===== config.mk =====
export PLATFORM = sky130hd
export DESIGN_NAME = spad_seq_flat
export DESIGN_NICKNAME = d
export VERILOG_FILES = /design/src/rtl/spad_seq_if.sv /design/src/rtl/spad_seq.sv /design/src/flat_wrapper.sv
export SDC_FILE = /design/constraint.sdc
export NUM_CORES = 1
export LEC_CHECK = 0
export BUFFER_PORTS_ARGS = -buffer_cell sky130_fd_sc_hd__buf_4
export CAP_MARGIN = 0
export CORE_UTILIZATION = 30
export DETAILED_ROUTE_END_ITERATION = 8
export GPL_ROUTABILITY_DRIVEN = 1
export PLACE_DENSITY = 0.68
export SYNTH_ARGS = -nofsm -noshare
export SYNTH_HDL_FRONTEND = slang
export SYNTH_SLANG_ARGS = --single-unit

===== constraint.sdc =====
create_clock -name clk -period 4.3 [get_ports clk]
set_input_delay 0.86 -clock clk [delete_from_list [all_inputs] [get_ports clk]]
set_output_delay 0.86 -clock clk [all_outputs]
set_load 0.01 [all_outputs]

===== src/rtl/spad_seq_if.sv =====
// Bundle of job-control, input stream, SPad port and consumer signals for spad_seq.
// The reuse field exists only when SPAD_SEQ_REUSE_EN is defined.
interface spad_seq_if #(
  parameter int D_WIDTH = 32,
  parameter int A_WIDTH = 8
);
  logic               start;
  logic [A_WIDTH:0]   len;
`ifdef SPAD_SEQ_REUSE_EN
  logic [7:0]         reuse;
`endif
  logic               in_valid;
  logic               in_ready;
  logic [D_WIDTH-1:0] in_data;
  logic               spad_wen;
  logic [A_WIDTH-1:0] spad_w_addr;
  logic [D_WIDTH-1:0] spad_w_data;
  logic               spad_ren;
  logic [A_WIDTH-1:0] spad_r_addr;
  logic [D_WIDTH-1:0] spad_r_data;
  logic               out_ready;
  logic               out_valid;
  logic [D_WIDTH-1:0] out_data;
  logic               busy;
  logic               done;

`ifdef SPAD_SEQ_REUSE_EN
  modport slave (
    input  start, len, reuse, in_valid, in_data, spad_r_data, out_ready,
    output in_ready, spad_wen, spad_w_addr, spad_w_data, spad_ren, spad_r_addr,
           out_valid, out_data, busy, done
  );
  modport master (
    output start, len, reuse, in_valid, in_data, spad_r_data, out_ready,
    input  in_ready, spad_wen, spad_w_addr, spad_w_data, spad_ren, spad_r_addr,
           out_valid, out_data, busy, done
  );
`else
  modport slave (
    input  start, len, in_valid, in_data, spad_r_data, out_ready,
    output in_ready, spad_wen, spad_w_addr, spad_w_data, spad_ren, spad_r_addr,
           out_valid, out_data, busy, done
  );
  modport master (
    output start, len, in_valid, in_data, spad_r_data, out_ready,
    input  in_ready, spad_wen, spad_w_addr, spad_w_data, spad_ren, spad_r_addr,
           out_valid, out_data, busy, done
  );
`endif
endinterface


===== src/rtl/spad_seq.sv =====
// spad_seq: fill a scratchpad from a stream, then replay it to a MAC; SPAD_SEQ_REUSE_EN adds multi-pass replay.
// Latency: SPad write in the same cycle as the input beat; out_valid exactly 2 cycles after each read issue.
// Backpressure: in_ready only while filling; reads issue only on out_ready, the output itself never stalls.
module spad_seq #(
  parameter int D_WIDTH = 32,
  parameter int A_WIDTH = 8
) (
  input logic       clk,
  input logic       rst,
  spad_seq_if.slave bus
);
  typedef enum logic [1:0] {IDLE, FILL, READ, DRAIN} state_t;

  localparam logic [A_WIDTH:0] ONE = {{A_WIDTH{1'b0}}, 1'b1};

  state_t             state_q, state_d;
  logic [A_WIDTH:0]   len_q, w_cnt_q, r_cnt_q;
  logic               rd_pend_q, out_valid_q, done_q;
  logic [D_WIDTH-1:0] out_data_q;
  logic               fill_rdy, beat, issue;
  logic               w_last, r_last, last_pass, final_out;

`ifdef SPAD_SEQ_REUSE_EN
  logic [7:0] reuse_q, pass_q;
  assign last_pass = (pass_q == reuse_q);
`else
  assign last_pass = 1'b1;
`endif

  // Counters are one bit wider than the address so len = 2^A_WIDTH is reachable.
  assign w_last    = (w_cnt_q + ONE) == len_q;
  assign r_last    = (r_cnt_q + ONE) == len_q;
  assign final_out = (state_q == DRAIN) && out_valid_q && !rd_pend_q;

  always_comb begin
    state_d  = state_q;
    fill_rdy = 1'b0;
    beat     = 1'b0;
    issue    = 1'b0;
    case (state_q)
      IDLE: begin
        if (bus.start && (bus.len != '0)) state_d = FILL;
      end
      FILL: begin
        fill_rdy = 1'b1;
        beat     = bus.in_valid;
        if (beat && w_last) state_d = READ;
      end
      READ: begin
        issue = bus.out_ready;
        if (issue && r_last && last_pass) state_d = DRAIN;
      end
      DRAIN: begin
        if (final_out) state_d = IDLE;
      end
      default: state_d = IDLE;
    endcase
  end

  always_ff @(posedge clk) begin
    if (rst) begin
      state_q     <= IDLE;
      len_q       <= '0;
      w_cnt_q     <= '0;
      r_cnt_q     <= '0;
      rd_pend_q   <= 1'b0;
      out_valid_q <= 1'b0;
      done_q      <= 1'b0;
      out_data_q  <= '0;
`ifdef SPAD_SEQ_REUSE_EN
      reuse_q     <= '0;
      pass_q      <= '0;
`endif
    end else begin
      state_q     <= state_d;
      rd_pend_q   <= issue;
      out_valid_q <= rd_pend_q;
      if (rd_pend_q) out_data_q <= bus.spad_r_data;
      // An empty job completes immediately with a single done pulse.
      done_q <= (state_q == IDLE) && bus.start && (bus.len == '0);
      if ((state_q == IDLE) && bus.start) begin
        len_q   <= bus.len;
        w_cnt_q <= '0;
        r_cnt_q <= '0;
`ifdef SPAD_SEQ_REUSE_EN
        reuse_q <= bus.reuse;
        pass_q  <= '0;
`endif
      end
      if (beat) w_cnt_q <= w_cnt_q + ONE;
      if (issue) begin
        if (r_last) begin
          r_cnt_q <= '0;
`ifdef SPAD_SEQ_REUSE_EN
          pass_q  <= pass_q + 8'd1;
`endif
        end else begin
          r_cnt_q <= r_cnt_q + ONE;
        end
      end
    end
  end

  assign bus.in_ready    = fill_rdy;
  assign bus.spad_wen    = beat;
  assign bus.spad_w_addr = w_cnt_q[A_WIDTH-1:0];
  assign bus.spad_w_data = beat ? bus.in_data : '0;
  assign bus.spad_ren    = issue;
  assign bus.spad_r_addr = r_cnt_q[A_WIDTH-1:0];
  assign bus.out_valid   = out_valid_q;
  assign bus.out_data    = out_data_q;
  assign bus.busy        = (state_q != IDLE);
  assign bus.done        = done_q | final_out;
endmodule


===== src/flat_wrapper.sv =====
// flat-port wrapper written by rule: the top's interface ports become plain ports
module spad_seq_flat 
#(
  parameter int D_WIDTH = 32,
  parameter int A_WIDTH = 8
)
  (clk, rst, bus_start, bus_len, bus_in_valid, bus_in_data, bus_spad_r_data, bus_out_ready, bus_in_ready, bus_spad_wen, bus_spad_w_addr, bus_spad_w_data, bus_spad_ren, bus_spad_r_addr, bus_out_valid, bus_out_data, bus_busy, bus_done);
  spad_seq_if #(.D_WIDTH(D_WIDTH), .A_WIDTH(A_WIDTH)) bus_i ();
  input logic clk;
  input logic rst;
  input wire logic [$bits(bus_i.start)-1:0] bus_start;
  input wire logic [$bits(bus_i.len)-1:0] bus_len;
  input wire logic [$bits(bus_i.in_valid)-1:0] bus_in_valid;
  input wire logic [$bits(bus_i.in_data)-1:0] bus_in_data;
  input wire logic [$bits(bus_i.spad_r_data)-1:0] bus_spad_r_data;
  input wire logic [$bits(bus_i.out_ready)-1:0] bus_out_ready;
  output wire logic [$bits(bus_i.in_ready)-1:0] bus_in_ready;
  output wire logic [$bits(bus_i.spad_wen)-1:0] bus_spad_wen;
  output wire logic [$bits(bus_i.spad_w_addr)-1:0] bus_spad_w_addr;
  output wire logic [$bits(bus_i.spad_w_data)-1:0] bus_spad_w_data;
  output wire logic [$bits(bus_i.spad_ren)-1:0] bus_spad_ren;
  output wire logic [$bits(bus_i.spad_r_addr)-1:0] bus_spad_r_addr;
  output wire logic [$bits(bus_i.out_valid)-1:0] bus_out_valid;
  output wire logic [$bits(bus_i.out_data)-1:0] bus_out_data;
  output wire logic [$bits(bus_i.busy)-1:0] bus_busy;
  output wire logic [$bits(bus_i.done)-1:0] bus_done;
  assign bus_i.start = bus_start;
  assign bus_i.len = bus_len;
  assign bus_i.in_valid = bus_in_valid;
  assign bus_i.in_data = bus_in_data;
  assign bus_i.spad_r_data = bus_spad_r_data;
  assign bus_i.out_ready = bus_out_ready;
  assign bus_in_ready = bus_i.in_ready;
  assign bus_spad_wen = bus_i.spad_wen;
  assign bus_spad_w_addr = bus_i.spad_w_addr;
  assign bus_spad_w_data = bus_i.spad_w_data;
  assign bus_spad_ren = bus_i.spad_ren;
  assign bus_spad_r_addr = bus_i.spad_r_addr;
  assign bus_out_valid = bus_i.out_valid;
  assign bus_out_data = bus_i.out_data;
  assign bus_busy = bus_i.busy;
  assign bus_done = bus_i.done;
  spad_seq #(.D_WIDTH(D_WIDTH), .A_WIDTH(A_WIDTH)) u_core (.clk(clk), .rst(rst), .bus(bus_i));
endmodule

==> results of run 1 <==
[registers in the layout (all words and copies together) (netlist names)]
name	flops
u_core.rd_pend_q	1
u_core.done_q	1
u_core.bus.out_data	32
u_core.state_q	2
u_core.bus.out_valid	1
u_core.r_cnt_q	9
u_core.w_cnt_q	9
u_core.len_q	9
[synthesized netlist by cell type (3+ instances only)]
library cell	instances	share of area [%]
nand4_1	3	0.55
nand3_1	9	1.3
ha_1	7	2.6
or4_1	3	0.66
nand2_1	32	3.5
dfxtp_1	64	37
nor2_1	55	6.0
a22o_1	3	0.77
o21ai_1	4	0.58
inv_1	10	1.1
xor2_1	11	2.8
buf_1	6	0.66
o21ai_0	7	1.0
xnor2_1	13	3.3
a21o_1	3	0.66
nor3b_1	3	0.66
clkbuf_1	16	1.8
buf_4	16	3.5
mux2i_1	36	11
buf_2	6	0.88
nand3b_1	3	0.66
nand2b_1	3	0.55
and3_1	39	7.1
a21oi_1	24	3.5
nor3_1	10	1.5
[cells by family (layout without fill, tap and decap cells)]
family | Yosys count | in the layout | synth area share, %
AND/OR/NAND/NOR | 169 | 169 | 24.5
multiplexers | 36 | 36 | 10.5
buffers and inverters | 54 | 190 | 7.89
AO/OA/AOI/OAI | 58 | 58 | 11.0
XOR/XNOR | 24 | 24 | 6.13
adder cells (fa/ha/maj) | 7 | 7 | 2.56
flip-flops | 64 | 64 | 37.4
[power by group through the flow]
stage                     logic, mW  registers (mW)  clock network [mW]
after floorplan               0.355           0.682                   0
after global placement        0.570           0.690                   0
after detailed placement      0.585           0.693                   0
after CTS                     0.586           0.681               0.754
after global routing          0.647           0.687               0.780
final                         0.581           0.681               0.733
[through the flow]
stage	hold WS [ps]	power [mW]	cell area, um2	util [%]
CTS	496	2.02	4900	44.6
detailed placement	479	1.28	4600	41.9
global route	516	2.11	4900	44.6
global placement	476	1.26	4600	41.9
floorplan	463	1.04	3430	-
finish	490	1.99	4900	44.6
[worst paths after layout]
kind,slack [ps],from,endpoint,cells after the start
setup / recovery,1070,u_core.state_q[1]$_SDFFE_PP0P_,bus_spad_wen,5
hold reg to reg,490,u_core.bus.out_data[27]$_SDFFE_PP0P_,u_core.bus.out_data[27]$_SDFFE_PP0P_,2
setup reg to reg,1290,u_core.r_cnt_q[0]$_SDFFE_PP0P_,u_core.r_cnt_q[2]$_SDFFE_PP0P_,8
hold / removal,490,u_core.bus.out_data[27]$_SDFFE_PP0P_,u_core.bus.out_data[27]$_SDFFE_PP0P_,2
[layer usage]
| metal | wire, um | vias up | track usage, % |
|---|---|---|---|
| li1 | - | 1674 | - |
| met3 | 1010 | 8 | 6.04 |
| met1 | 3880 | 1568 | 17.9 |
| met4 | 85 | 0 | 4.34 |
| met5 | 0 | - | 0 |
| met2 | 4710 | 158 | 28.9 |
[worst register-to-register path, cell delays in order, from the launching register on]
cell and delay (ps):
dfxtp_1 450, ha_1 530, xor2_1 200, o2111ai_1 110, o21ai_0 130, a311oi_2 90, a211oi_1 1070, a21oi_1 180
mux2i_1 180
[area by class of cell]
type                            instances  area [um2]  area share (%)
Timing Repair Buffer                  164        1230            25.1
Sequential cell                        64        1280            26.2
Clock buffer                           13         260            5.31
Multi-Input combinational cell        294        1880            38.3
Clock inverter                          3        40.0           0.817
Inverter                               10        37.5           0.766
Tap cell                              140         175            3.57
==> flow_summary.ini, run 1 <==
[worst_setup_path]
path_buf_inv = 3
path_cells = inv_1, ha_1, nand2_1, inv_1, buf_4
cp-end-kind = primary output
crit_top_cell = inv_1
worst_ep_arrival_time_ps = 2370
startpoint_type = register
crit_path_top_delay_cell = ha_1
critPathMaxFanout = 35
required_ps = 3440
cpPeakStageDelay_ps = 690
cp_top_family = adder cells
worstSetupPathType = reg -> out

[sta]
max_slew_margin_pct = 13.5
grt_setup_unrepaired = no
fin_tns_setup_ps = 0
skew_ps = 6.80
finalSetupViolations = 0
fmax_mhz = 310
post-route-min-period_ps = 3230
setup_slack_ps = 1070
slew_viol_final = 0
hold_viol_final = 0
period_share_pct = 75.1
tightest_slew_ps = 1290

[placement]
hpwl_um = 7270
pre_cts_ws_ps = 1390
io_buffer_count = 163
place_inst = 672
gp_congestion = 0.853

[status]
status = complete, no violations

[global_routing]
grt_overflow_total = 0
grtUsageTotal_pct = 16.2
grt_pass1_vias = 3065
grt_max_degree = 61
grt_antenna_before_repair = 0
grt_pass1_wl_um = 14600

[pwr]
pwr-share-seq_pct = 34.1
intPower_mw = 1.39
p_sw_mw = 0.607
combinationalPowerShare_pct = 29.1
swShare_pct = 30.4
irDropWorstVdd_mv = 0.161
power.density_mw_per_mm2 = 407
leakage_nw = 2.30
power.share.clock_pct = 36.7

[clock_tree]
cts_buffers = 9
cts_root_buf = clkbuf_16
post_cts.repair.setup_buffers = 0
cts-hold-fix-buffers = 0
cts_tree = yes
clock_sinks = 64
clk_path_buf_depth = 2
cts_resized = 0
clock_latency_ps = 320
clk_pin_slew_ps = 50
htreeDepth = 3

[final_layout]
num_antenna_cells = 0
mostFrequentLayoutCell = buf_4
nets = 628
layout_common_cells = buf_4 (164), dfxtp_1 (63), nor2_1 (55), and3_1 (39), mux2i_1 (36)
nFillCells = 1078
final_cell_count_no_fill = 688
drive_gt1_share_pct = 33.6
synthToLayoutAreaGrowth_pct = 43.0

[detailed_routing]
viasPerCell = 4.95
vias = 3408
ant_nets = 0
drcViolationCount = 0
drt_first_pass_iters = 4
routed_wl_um = 9690
drtIter0Drc = 123
wl_per_cell_um = 14.1

[logic_synthesis]
syn_area_per_cell_um2 = 8.32
ys_seq_area_share_pct = 37.4
syn_area_mm2 = 0.00343
synth-seq-cells = 64
syn-num-nets = 497
synth.distinct_cells = 48
synth_edf_count = 0
synth_flop_cell = dfxtp_1
syn_inst = 412
synthArstFlopShare_pct = 0
ys_warn_count = 0

[die]
io_pins = 164
chipWidth_um = 109
coreArea_mm2 = 0.0110
die-height_um = 109
initial_core_util_pct = 31.2
die_area_mm2 = 0.0119
row_count = 38

[min_path]
hp-class = reg -> reg

[job]
drv_cap = 0
Power figures use the tool's default switching activity.
==> inputs of run 2 (changes only) <==
Clock period 4.3 ns to 3.2 ns, I/O delays scaled along.
==> flow_summary.ini, run 2 (same netlist as run 1, synthesis figures left out) <==
[status]
status = complete, no violations

[worst_setup_path]
reg2reg_from = u_core.w_cnt_q[0]$_SDFFE_PP0P_
startpoint_type = register
worstSetupPathType = reg -> out
critPathMaxFanout = 35
worst_r2r_endpoint = u_core.state_q[0]$_SDFFE_PP0P_
required_ps = 2560
r2r_slack_ps = 550
worst_ep_arrival_time_ps = 2140
r2r_cells = 8
cp-end-kind = primary output

[global_routing]
grt_overflow_total = 0
grt_pass1_vias = 3142
grt_antenna_before_repair = 0
grt_max_degree = 61
grt_pass1_wl_um = 14900
grtUsageTotal_pct = 16.1

[final_layout]
num_antenna_cells = 0
fin_area_mm2 = 0.00492
drive_gt1_share_pct = 34.3
nets = 631
synthToLayoutAreaGrowth_pct = 43.6
finalCoreUtilization_pct = 44.8
largest_register_ffs = 32
layout_common_cells = buf_4 (167), dfxtp_1 (63), nor2_1 (55), and3_1 (39), mux2i_1 (36)
nFillCells = 1091
mostFrequentLayoutCell = buf_4
final_cell_count_no_fill = 691
seqCellArea_mm2 = 0.00128
multi_input_area_mm2 = 0.00188

[pwr]
leakage_nw = 2.30
power.density_mw_per_mm2 = 541
irDropWorstVdd_mv = 0.243

[detailed_routing]
routed_wl_um = 9600
ant_nets = 0
viasPerCell = 4.95
drcViolationCount = 0
drtIter0Drc = 104
wl_per_cell_um = 13.9
drt_first_pass_iters = 5
vias = 3419

[clock_tree]
clock_sinks = 64
cts_tree = yes
clock_latency_ps = 320
clk_path_buf_depth = 2
cts_resized = 0
htreeDepth = 3
cts_root_buf = clkbuf_16
cts_buffers = 9
clk_pin_slew_ps = 60
post_cts.repair.setup_buffers = 0
cts-hold-fix-buffers = 0

[min_path]
min_from = u_core.bus.out_data[1]$_SDFFE_PP0P_
hp-class = reg -> reg
holdPathEnd = u_core.bus.out_data[1]$_SDFFE_PP0P_
hold_depth = 2

[die]
io_pins = 164
die_area_mm2 = 0.0119
coreArea_mm2 = 0.0110
initial_core_util_pct = 31.2
row_count = 38
die-height_um = 109
chipWidth_um = 109

[placement]
hpwl_um = 7380
dpl-instance-area_mm2 = 0.00462
io_buffer_count = 163
gp_congestion = 0.898
place_inst = 675

[sta]
tightest_slew_ps = 879
skew_ps = 7.19
fin_tns_setup_ps = 0
fmax_mhz = 360
period_share_pct = 86.9
post-route-min-period_ps = 2780
finalSetupViolations = 0
hold_viol_final = 0
slew_viol_final = 0
max_slew_margin_pct = 40.9
grt_setup_unrepaired = no

[job]
drv_cap = 0
==> run 2: per-layer routing <==
layer / wire length, um / global-route usage, % / vias to the layer above
li1: - / - / 1679
met1: 3760 / 18.0 / 1552
met2: 4740 / 29.2 / 174
met3: 980 / 4.18 / 14
met4: 126 / 5.79 / 0
met5: 0 / 0 / -
==> run 2: power breakdown <==
part	switching, mW	internal (mW)	leakage, nW
clock network	0.365	0.602	0.141
logic	0.414	0.372	1.65
registers	0.0569	0.853	0.518
total	0.836	1.83	2.30
==> run 2: critical path: stages, from the launching register on <==
cell     delay [ps]
dfxtp_1         340
inv_1           110
ha_1            720
nand2_1         110
buf_4           220
inv_1           150
buf_4           150
==> run 2: per-stage QoR <==
stage,power [mW],hold WS [ps],setup WS (ps)
after floorplan,1.39,463,843
after global placement,1.70,477,685
after global routing,2.83,520,227
final,2.66,494,421
after detailed placement,1.72,482,584
after CTS,2.70,499,426
==> run 2: layout make-up <==
class,count,share of cell area [%]
Inverter,10,0.763
Clock inverter,7,1.47
Sequential cell,64,26.1
Clock buffer,9,4.58
Timing Repair Buffer,167,25.5
Multi-Input combinational cell,294,38.1
Tap cell,140,3.56
==> run 2: worst max-delay path by stage <==
stage / from / endpoint / slack [ps] / cells after the start
floorplan: u_core.r_cnt_q[0]$_SDFFE_PP0P_ / u_core.r_cnt_q[6]$_SDFFE_PP0P_ / 840 / 8
global placement: u_core.w_cnt_q[0]$_SDFFE_PP0P_ / u_core.state_q[0]$_SDFFE_PP0P_ / 680 / 8
detailed placement: u_core.w_cnt_q[0]$_SDFFE_PP0P_ / u_core.state_q[0]$_SDFFE_PP0P_ / 580 / 8
CTS: u_core.state_q[1]$_SDFFE_PP0P_ / bus_spad_wen / 430 / 6
global route: u_core.state_q[1]$_SDFFE_PP0P_ / bus_spad_wen / 230 / 6
finish: u_core.state_q[1]$_SDFFE_PP0P_ / bus_spad_wen / 420 / 6
